--- src/rtl/dmg_irq_pkg.sv ---
// Shared definitions for the DMG interrupt controller.
//   - default IF/IE register addresses
//   - request source bit indices
//   - write-path FSM state encoding
package dmg_irq_pkg;

    localparam logic [15:0] IRQ_IF_ADDR = 16'hFF0F;
    localparam logic [15:0] IRQ_IE_ADDR = 16'hFFFF;

    localparam int unsigned IRQ_VBLANK = 0;
    localparam int unsigned IRQ_STAT   = 1;
    localparam int unsigned IRQ_TIMER  = 2;
    localparam int unsigned IRQ_SERIAL = 3;
    localparam int unsigned IRQ_JOYPAD = 4;

    typedef enum logic [1:0] {
        WR_IDLE    = 2'd0,
        WR_CAPTURE = 2'd1,
        WR_COMMIT  = 2'd2
    } wr_state_t;

endpackage

--- src/rtl/dmg_irq_edge.sv ---
// Registered rising-edge detector for the peripheral request lines.
// Ports:
//   CLK     in   clock
//   RESET   in   synchronous active-high reset
//   i_src   in   WIDTH request lines (level)
//   o_rise  out  WIDTH one-cycle rise flags (combinational from i_src)
module dmg_irq_edge #(
    parameter int unsigned WIDTH = 5
) (
    input  logic             CLK,
    input  logic             RESET,
    input  logic [WIDTH-1:0] i_src,
    output logic [WIDTH-1:0] o_rise
);

    logic [WIDTH-1:0] r_prev;
    logic             r_armed;

    // r_armed stays low for the first cycle after reset so a line already
    // high at release only reloads r_prev and never reports a rise.
    always_ff @(posedge CLK) begin
        if (RESET) begin
            r_prev  <= '0;
            r_armed <= 1'b0;
        end else begin
            r_prev  <= i_src;
            r_armed <= 1'b1;
        end
    end

    assign o_rise = i_src & ~r_prev & {WIDTH{r_armed}};

endmodule

--- src/rtl/dmg_irq_ctrl.sv ---
// DMG interrupt controller: latches request edges into IF, masks with IE,
// drives CPU_IRQ_TRIG toward the core and accepts its acknowledge.
// Optional feature macro: DMG_IRQ_OVERRUN_EN (overrun counter + sticky flag).
// Ports:
//   CLK, RESET        clock, synchronous active-high reset
//   A, D_IN, RD, WR   core bus (address, write data, read/write strobes)
//   D_OUT, D_OE       read data and its drive enable
//   IRQ_SRC           peripheral request lines (level)
//   CPU_IRQ_TRIG      registered pending & enabled requests
//   CPU_IRQ_ACK       one-hot acknowledge from the core
//   IRQ_OVERRUN_CNT   saturating overrun count      (DMG_IRQ_OVERRUN_EN only)
//   IRQ_OVERRUN_FLAG  sticky overrun indicator      (DMG_IRQ_OVERRUN_EN only)
module dmg_irq_ctrl
    import dmg_irq_pkg::*;
#(
    parameter int unsigned NUM_IRQ = 5,
    parameter logic [15:0] IF_ADDR = IRQ_IF_ADDR,
    parameter logic [15:0] IE_ADDR = IRQ_IE_ADDR
) (
    input  logic               CLK,
    input  logic               RESET,
    input  logic [15:0]        A,
    input  logic [7:0]         D_IN,
    output logic [7:0]         D_OUT,
    output logic               D_OE,
    input  logic               RD,
    input  logic               WR,
    input  logic [NUM_IRQ-1:0] IRQ_SRC,
    output logic [7:0]         CPU_IRQ_TRIG,
`ifdef DMG_IRQ_OVERRUN_EN
    output logic [7:0]         IRQ_OVERRUN_CNT,
    output logic               IRQ_OVERRUN_FLAG,
`endif
    input  logic [7:0]         CPU_IRQ_ACK
);

    wr_state_t          r_state;
    logic               r_to_ie;
    logic [7:0]         r_data;
    logic [NUM_IRQ-1:0] r_if;
    logic [7:0]         r_ie;
    logic [7:0]         r_trig;

    logic [NUM_IRQ-1:0] w_rise;
    logic [NUM_IRQ-1:0] w_ack;
    logic [NUM_IRQ-1:0] w_if_next;
    logic [7:0]         w_ie_next;
    logic [7:0]         w_trig_next;
    logic [7:0]         w_if_rd;
    logic               w_if_hit;
    logic               w_ie_hit;
    logic               w_unused_ack;

    dmg_irq_edge #(.WIDTH(NUM_IRQ)) u_edge (
        .CLK    (CLK),
        .RESET  (RESET),
        .i_src  (IRQ_SRC),
        .o_rise (w_rise)
    );

    assign w_if_hit     = (A == IF_ADDR);
    assign w_ie_hit     = (A == IE_ADDR);
    assign w_ack        = CPU_IRQ_ACK[NUM_IRQ-1:0];
    assign w_unused_ack = ^CPU_IRQ_ACK;

    // Priority: commit write, then ack clear, then rise set (set wins).
    always_comb begin
        w_if_next = r_if;
        w_ie_next = r_ie;
        if (r_state == WR_COMMIT) begin
            if (r_to_ie) w_ie_next = r_data;
            else         w_if_next = r_data[NUM_IRQ-1:0];
        end
        w_if_next = (w_if_next & ~w_ack) | w_rise;
        w_trig_next = '0;
        w_trig_next[NUM_IRQ-1:0] = w_if_next & w_ie_next[NUM_IRQ-1:0];
    end

    always_ff @(posedge CLK) begin
        if (RESET) begin
            r_state <= WR_IDLE;
            r_to_ie <= 1'b0;
            r_data  <= '0;
            r_if    <= '0;
            r_ie    <= '0;
            r_trig  <= '0;
        end else begin
            r_if   <= w_if_next;
            r_ie   <= w_ie_next;
            r_trig <= w_trig_next;
            case (r_state)
                WR_IDLE: begin
                    if (WR && (w_if_hit || w_ie_hit)) begin
                        r_state <= WR_CAPTURE;
                        r_to_ie <= w_ie_hit;
                        r_data  <= D_IN;
                    end
                end
                WR_CAPTURE: begin
                    if (WR) r_data  <= D_IN;
                    else    r_state <= WR_COMMIT;
                end
                WR_COMMIT: r_state <= WR_IDLE;
                default:   r_state <= WR_IDLE;
            endcase
        end
    end

    assign CPU_IRQ_TRIG = r_trig;

    // Reads see the registered values, so a read in COMMIT returns pre-write data.
    always_comb begin
        w_if_rd = 8'hFF;
        w_if_rd[NUM_IRQ-1:0] = r_if;
        D_OE  = 1'b0;
        D_OUT = 8'hFF;
        if (RD && w_if_hit) begin
            D_OE  = 1'b1;
            D_OUT = w_if_rd;
        end else if (RD && w_ie_hit) begin
            D_OE  = 1'b1;
            D_OUT = r_ie;
        end
    end

`ifdef DMG_IRQ_OVERRUN_EN
    logic       w_overrun;
    logic [7:0] r_ovr_cnt;
    logic       r_ovr_flag;

    assign w_overrun = |(w_rise & r_if & ~w_ack);

    always_ff @(posedge CLK) begin
        if (RESET) begin
            r_ovr_cnt  <= '0;
            r_ovr_flag <= 1'b0;
        end else if (w_overrun) begin
            r_ovr_flag <= 1'b1;
            if (r_ovr_cnt != 8'hFF) r_ovr_cnt <= r_ovr_cnt + 8'd1;
        end
    end

    assign IRQ_OVERRUN_CNT  = r_ovr_cnt;
    assign IRQ_OVERRUN_FLAG = r_ovr_flag;
`endif

endmodule

--- config.mk ---
export PLATFORM = sky130hd
export DESIGN_NAME = dmg_irq_ctrl
export DESIGN_NICKNAME = d
export VERILOG_FILES = /design/src/rtl/dmg_irq_pkg.sv /design/src/rtl/dmg_irq_edge.sv /design/src/rtl/dmg_irq_ctrl.sv
export SDC_FILE = /design/constraint.sdc
export NUM_CORES = 1
export LEC_CHECK = 0
export ABC_AREA = 1
export BUFFER_PORTS_ARGS = -buffer_cell sky130_fd_sc_hd__buf_2
export CORE_AREA = 2 2 61 63
export DETAILED_ROUTE_END_ITERATION = 12
export DIE_AREA = 0 0 63 65
export PLACE_DENSITY = 0.76
export REMOVE_ABC_BUFFERS = 1
export SKIP_CTS_REPAIR_TIMING = 1
export SLEW_MARGIN = 20
export SYNTH_ARGS = -nofsm -noshare
export SYNTH_HDL_FRONTEND = slang
export SYNTH_HIERARCHICAL = 1
export SYNTH_SLANG_ARGS = --single-unit
--- constraint.sdc ---
create_clock -name CLK -period 1.9 [get_ports CLK]
set_input_delay 0.57 -clock CLK [delete_from_list [all_inputs] [get_ports CLK]]
set_output_delay 0.57 -clock CLK [all_outputs]
set_load 0.05 [all_outputs]
=== After elaboration in Yosys (flattened, before gate mapping) ===
Cells that the tools add are included.

* Register bits after elaboration: 38
* Input bits: 41
* Output and inout port bits: 17

* Eq/ne operators: 7
* Muxes and demuxes: 15
* Bitwise logic cells: 7
* Reduce and logical (&&, ||, !) cells: 10

{| class="wikitable"
|+ Operators by type and width
! kind !! count
|-
| 16-bit equality test (second input constant) || 2
|-
| 8-bit two-way mux || 4
|-
| 5-bit bitwise AND || 4
|-
| 5-bit two-way mux || 4
|-
| 8-bit one-hot mux with 2 select lines || 1
|-
| 5-bit NOT || 2
|-
| 2-bit inequality test (second input constant) || 3
|-
| 2-bit AND reduction || 3
|-
| 5-bit bitwise OR || 1
|-
| 2-bit two-way mux || 2
|-
| 2-bit one-hot mux with 2 select lines || 1
|-
| 1-bit logical AND || 3
|-
| 1-bit two-way mux || 3
|-
| 3-bit AND reduction || 1
|-
| 2-bit by 1-bit equality test with 1-bit output (second input constant) || 1
|-
| 2-bit equality test (second input constant) || 1
|-
| 2-bit zero test || 1
|-
| 2-bit nonzero test || 1
|-
| 1-bit logical OR || 1
|}

=== Longest topological paths before layout ===
* Word-level depth: 5
* Mapped depth: 9

=== By module ===
The synthesis kept the hierarchy.

{| class="wikitable"
|+ By module, submodules not included
! module !! instances !! cells an instance !! area an instance (µm²) !! sequential area each (µm²)
|-
| dmg_irq_ctrl || 1 || 204 || 1397.6 || 580.6
|-
| dmg_irq_edge || 1 || 27 || 198.9 || 120.1
|}

=== Worst setup path before layout ===
No wires, ideal clock.

* Path type: input-to-output
* From: in A[6]
* To: out D_OUT[0]
* Arrival: 2.171 ns
* Path slack: -0.841 ns
* Stages: 5
* Buffers on the path: 0
* Cell sequence: nor2_1 nand2_1 nor2_2 nand3_2 o21ai_0

* Longest elaborated chain between the ends: 4
* Elaborated cells between the ends (all ways): 6

{| class="wikitable"
|+ RTL lines
! element !! line !! RTL
|-
| start, declared || dmg_irq_ctrl.sv:22 || <nowiki>input logic [15:0] A,</nowiki>
|-
| 16-bit equality test || dmg_irq_ctrl.sv:62 || <nowiki>assign w_ie_hit = (A == IE_ADDR);</nowiki>
|-
| 1-bit logical AND || dmg_irq_ctrl.sv:120 || <nowiki>end else if (RD && w_ie_hit) begin</nowiki>
|-
| 8-bit two-way mux || dmg_irq_ctrl.sv:120 ||
|-
| 8-bit two-way mux (*) || dmg_irq_ctrl.sv:117 || <nowiki>if (RD && w_if_hit) begin</nowiki>
|-
| end, declared || dmg_irq_ctrl.sv:24 || <nowiki>output logic [7:0] D_OUT,</nowiki>
|}

Every way passes the cells marked *; elsewhere a longest branch is shown, timed or not.

=== Worst setup path in the final report ===
* From: in A[5]
* To: out D_OUT[1]

Same word-level chain as after synthesis.

==> impl_metrics.env <==
export IMPL_swShare_pct=24.0
export IMPL_status="finished with violations"
export IMPL_dieArea_um2=4100
export IMPL_p_comb_share_pct=9.6
export IMPL_synth_xor_area_share_pct=0
export IMPL_end_kind="output pin"
export IMPL_synth_most_common_cell="nand2_1"
export IMPL_crit_type="input port to output pin"
export IMPL_pwr_share_clk_pct=38.0
export IMPL_path_delay_family="simple AND/OR/NAND/NOR gates"
export IMPL_grt_pass1_vias=1397
export IMPL_path_cells="buf_8 -> nor2_4 -> nand2_2 -> nor2_4 -> nand3_4 -> o22ai_2 -> inv_1 -> buf_6"
export IMPL_post_route_util_pct=64.6
export IMPL_yosysTopAreaCellShare_pct=43.9
export IMPL_switchingPower_mw=0.344
export IMPL_rows=22
export IMPL_yosysUniqueCellTypes=26
export IMPL_drtIter0Drc=72
export IMPL_grt_max_degree=14
export IMPL_ys_top_cells_by_area="dfxtp_1 (44%), nand2_1 (10%), inv_1 (10%)"
export IMPL_synth_flop_cell="dfxtp_1"
export IMPL_synth_area_leader_cell="dfxtp_1"
export IMPL_die_h_um=65
export IMPL_cts_buffer_depth=2
export IMPL_cts_sinks=35
export IMPL_hp_class="input port to register"
export IMPL_coreArea_um2=3500
export IMPL_holdWs_ps=392
export IMPL_finalHoldViolCount=0
export IMPL_cp_num_buf_inv=3
export IMPL_path_clk_slew_ps=110
export IMPL_layout_min_cycle_time_ps=2130
export IMPL_ys_async_sr_fraction_pct=0
export IMPL_antenna_found_initial=0
export IMPL_final_cells=343
export IMPL_cts_buffers=5
export IMPL_cp_max_fo=5
export IMPL_design_area_um2=2260
export IMPL_yosys_area_share_simple_pct=31.9
export IMPL_final_layout_size_suffix_gt1_share_pct=35.6
export IMPL_dpl_cell_area_um2=1930
export IMPL_yosysWarnings=6
export IMPL_drt_total_wl_um=3950
export IMPL_crit_top_cell="nor2_4"
export IMPL_cts_root_buf="clkbuf_4"
export IMPL_startpoint_type="input port"
export IMPL_nNetsFinal=335
export IMPL_vdd_drop_max_mv=0.644
export IMPL_synth_enable_flop_cells=0
export IMPL_setup_viol=9
export IMPL_place_inst=333
export IMPL_syn_area_per_cell_um2=6.91
export IMPL_clkLatencyLatePin_ps=350
export IMPL_synth_seq_area_share_pct=43.9
export IMPL_n_antenna_cell=0
export IMPL_die_w_um=63
export IMPL_violations="negative setup slack"
export IMPL_skew_ps=7.69
export IMPL_muxShareOfSynthArea_pct=0
export IMPL_io_buffers=51
export IMPL_p_int_mw=1.09
export IMPL_worst_path_max_delay_cell="o22ai_2"
export IMPL_dpl_hpwl_um=2490
export IMPL_overflow=0
export IMPL_start_util_pct=45.7
export IMPL_synth_top_family_by_area="simple AND/OR/NAND/NOR gates"
export IMPL_cap_viol_max_count=0
export IMPL_gp_congestion=0.765
export IMPL_power_frac_seq_pct=52.4
export IMPL_via_count=1599
export IMPL_synth_seq_cells=35
export IMPL_worstPathRequired_ps=1330
export IMPL_syn_inst=231
export IMPL_worst_slack_ps=-228
export IMPL_crit_arrival_ps=1560
export IMPL_postRouteAntennaNets=0
export IMPL_syn_to_final_growth_pct=41.4
export IMPL_slew_viol_final=0
export IMPL_yosys_top_cells_count="nand2_1 (44), inv_1 (43), nor2_1 (41)"
export IMPL_yosys_area_share_adder_pct=0
export IMPL_htreeDepth=2
export IMPL_rsz0062_at_grt="true"
export IMPL_wl_per_cell_um=11.5
export IMPL_grt_util_all_layers_pct=17.8
export IMPL_fin_crit_sh_pct=112
export IMPL_netlist_area_um2=1600
export IMPL_first_pass_iters=4
export IMPL_synth_compound_area_share_pct=10.0
export IMPL_max_stage_delay_ps=180
export IMPL_max_freq_mhz=470
export IMPL_drc=0
export IMPL_cts_tree="built"
export IMPL_power_density_nw_per_um2=634
export IMPL_grt_pass1_wl_um=5660
export IMPL_via_per_inst=4.66
export IMPL_io_pins=58
export IMPL_leakagePower_nw=1.14
## final timing paths
check                   from              end  slack, ps  depth (start not counted)
setup reg to reg  r_state[1]  CPU_IRQ_TRIG[0]        460                          7
setup / recovery        A[5]         D_OUT[1]       -230                          8
hold reg to reg    r_data[5]          r_ie[5]        460                          2
hold / removal            WR       r_state[1]        390                          2
## per-layer routing
| layer | track usage, % | routed length (µm) | part of all wire, % | up-vias |
|---|---|---|---|---|
| li1 | - | - | - | 831 |
| met1 | 20.1 | 1530 | 39 | 712 |
| met2 | 31.3 | 2160 | 55 | 47 |
| met3 | 3.99 | 166 | 4.2 | 9 |
| met4 | 9.44 | 93 | 2.4 | 0 |
| met5 | 0 | 0 | 0 | - |
## cell families after synthesis
group                  Yosys count
flip-flops                      35
buffers and inverters           54
AND/OR/NAND/NOR                110
other                            1
AO/OA/AOI/OAI                   31
## power groups by stage
| stage | Clock [mW] | Combinational (mW) | Sequential (mW) |
|---|---|---|---|
| 5_1_grt | 0.585 | 0.151 | 0.751 |
| 3_3_place_gp | 0 | 0.103 | 0.766 |
| 3_5_place_dp | 0 | 0.105 | 0.766 |
| 2_1_floorplan | 0 | 0.0514 | 0.765 |
| 6_report | 0.544 | 0.137 | 0.750 |
| 4_1_cts | 0.549 | 0.106 | 0.750 |
## metrics by stage
step | setup TNS [ps] | total power [mW] | setup WS [ps]
after floorplan | -3830 | 0.817 | -841
after global placement | -2700 | 0.869 | -370
after detailed placement | -2970 | 0.872 | -428
after CTS | -3050 | 1.40 | -440
after global routing | -2250 | 1.49 | -297
final | -1620 | 1.43 | -228
## placed cells by master, fill, tap and decap left out, types with 2 or more instances in the layout
cell type	count
o21ai_0	5
inv_2	5
nor2_4	5
dfxtp_1	35
o21ai_1	6
buf_8	2
buf_6	16
inv_1	39
nand4_1	8
nor3_1	4
nor2_2	3
buf_2	30
nand2_2	11
nor2_1	36
nand3_4	4
conb_1	3
nand3_1	2
o21ai_2	5
buf_4	10
clkbuf_4	5
clkinv_1	4
a21oi_1	13
nand2_1	34
## worst reg2reg max path, delay by kind of cell, from the launching register on
family                 cells  cell delay, ps
and+or+nand+nor            4             650
buffers and inverters      3             320
DFF                        1             360
## registers in the layout (all words and copies together), names as in the netlist
| name | flops |
|---|---|
| r_if | 5 |
| u_edge/r_armed | 1 |
| CPU_IRQ_TRIG | 5 |
| r_ie | 8 |
| r_data | 8 |
| r_to_ie | 1 |
| u_edge/r_prev | 5 |
| r_state | 2 |
## final cells by class
| cell class | instances | area [µm²] |
|---|---|---|
| sequential | 35 | 701 |
| tap | 48 | 60.1 |
| multi-input combinational | 145 | 793 |
| fill | 341 | 1240 |
| timing repair buffer | 58 | 435 |
| clock inverter | 3 | 43.8 |
| inverter | 49 | 186 |
| clock buffer | 5 | 37.5 |
No activity file was read; power rests on OpenSTA's default activity.
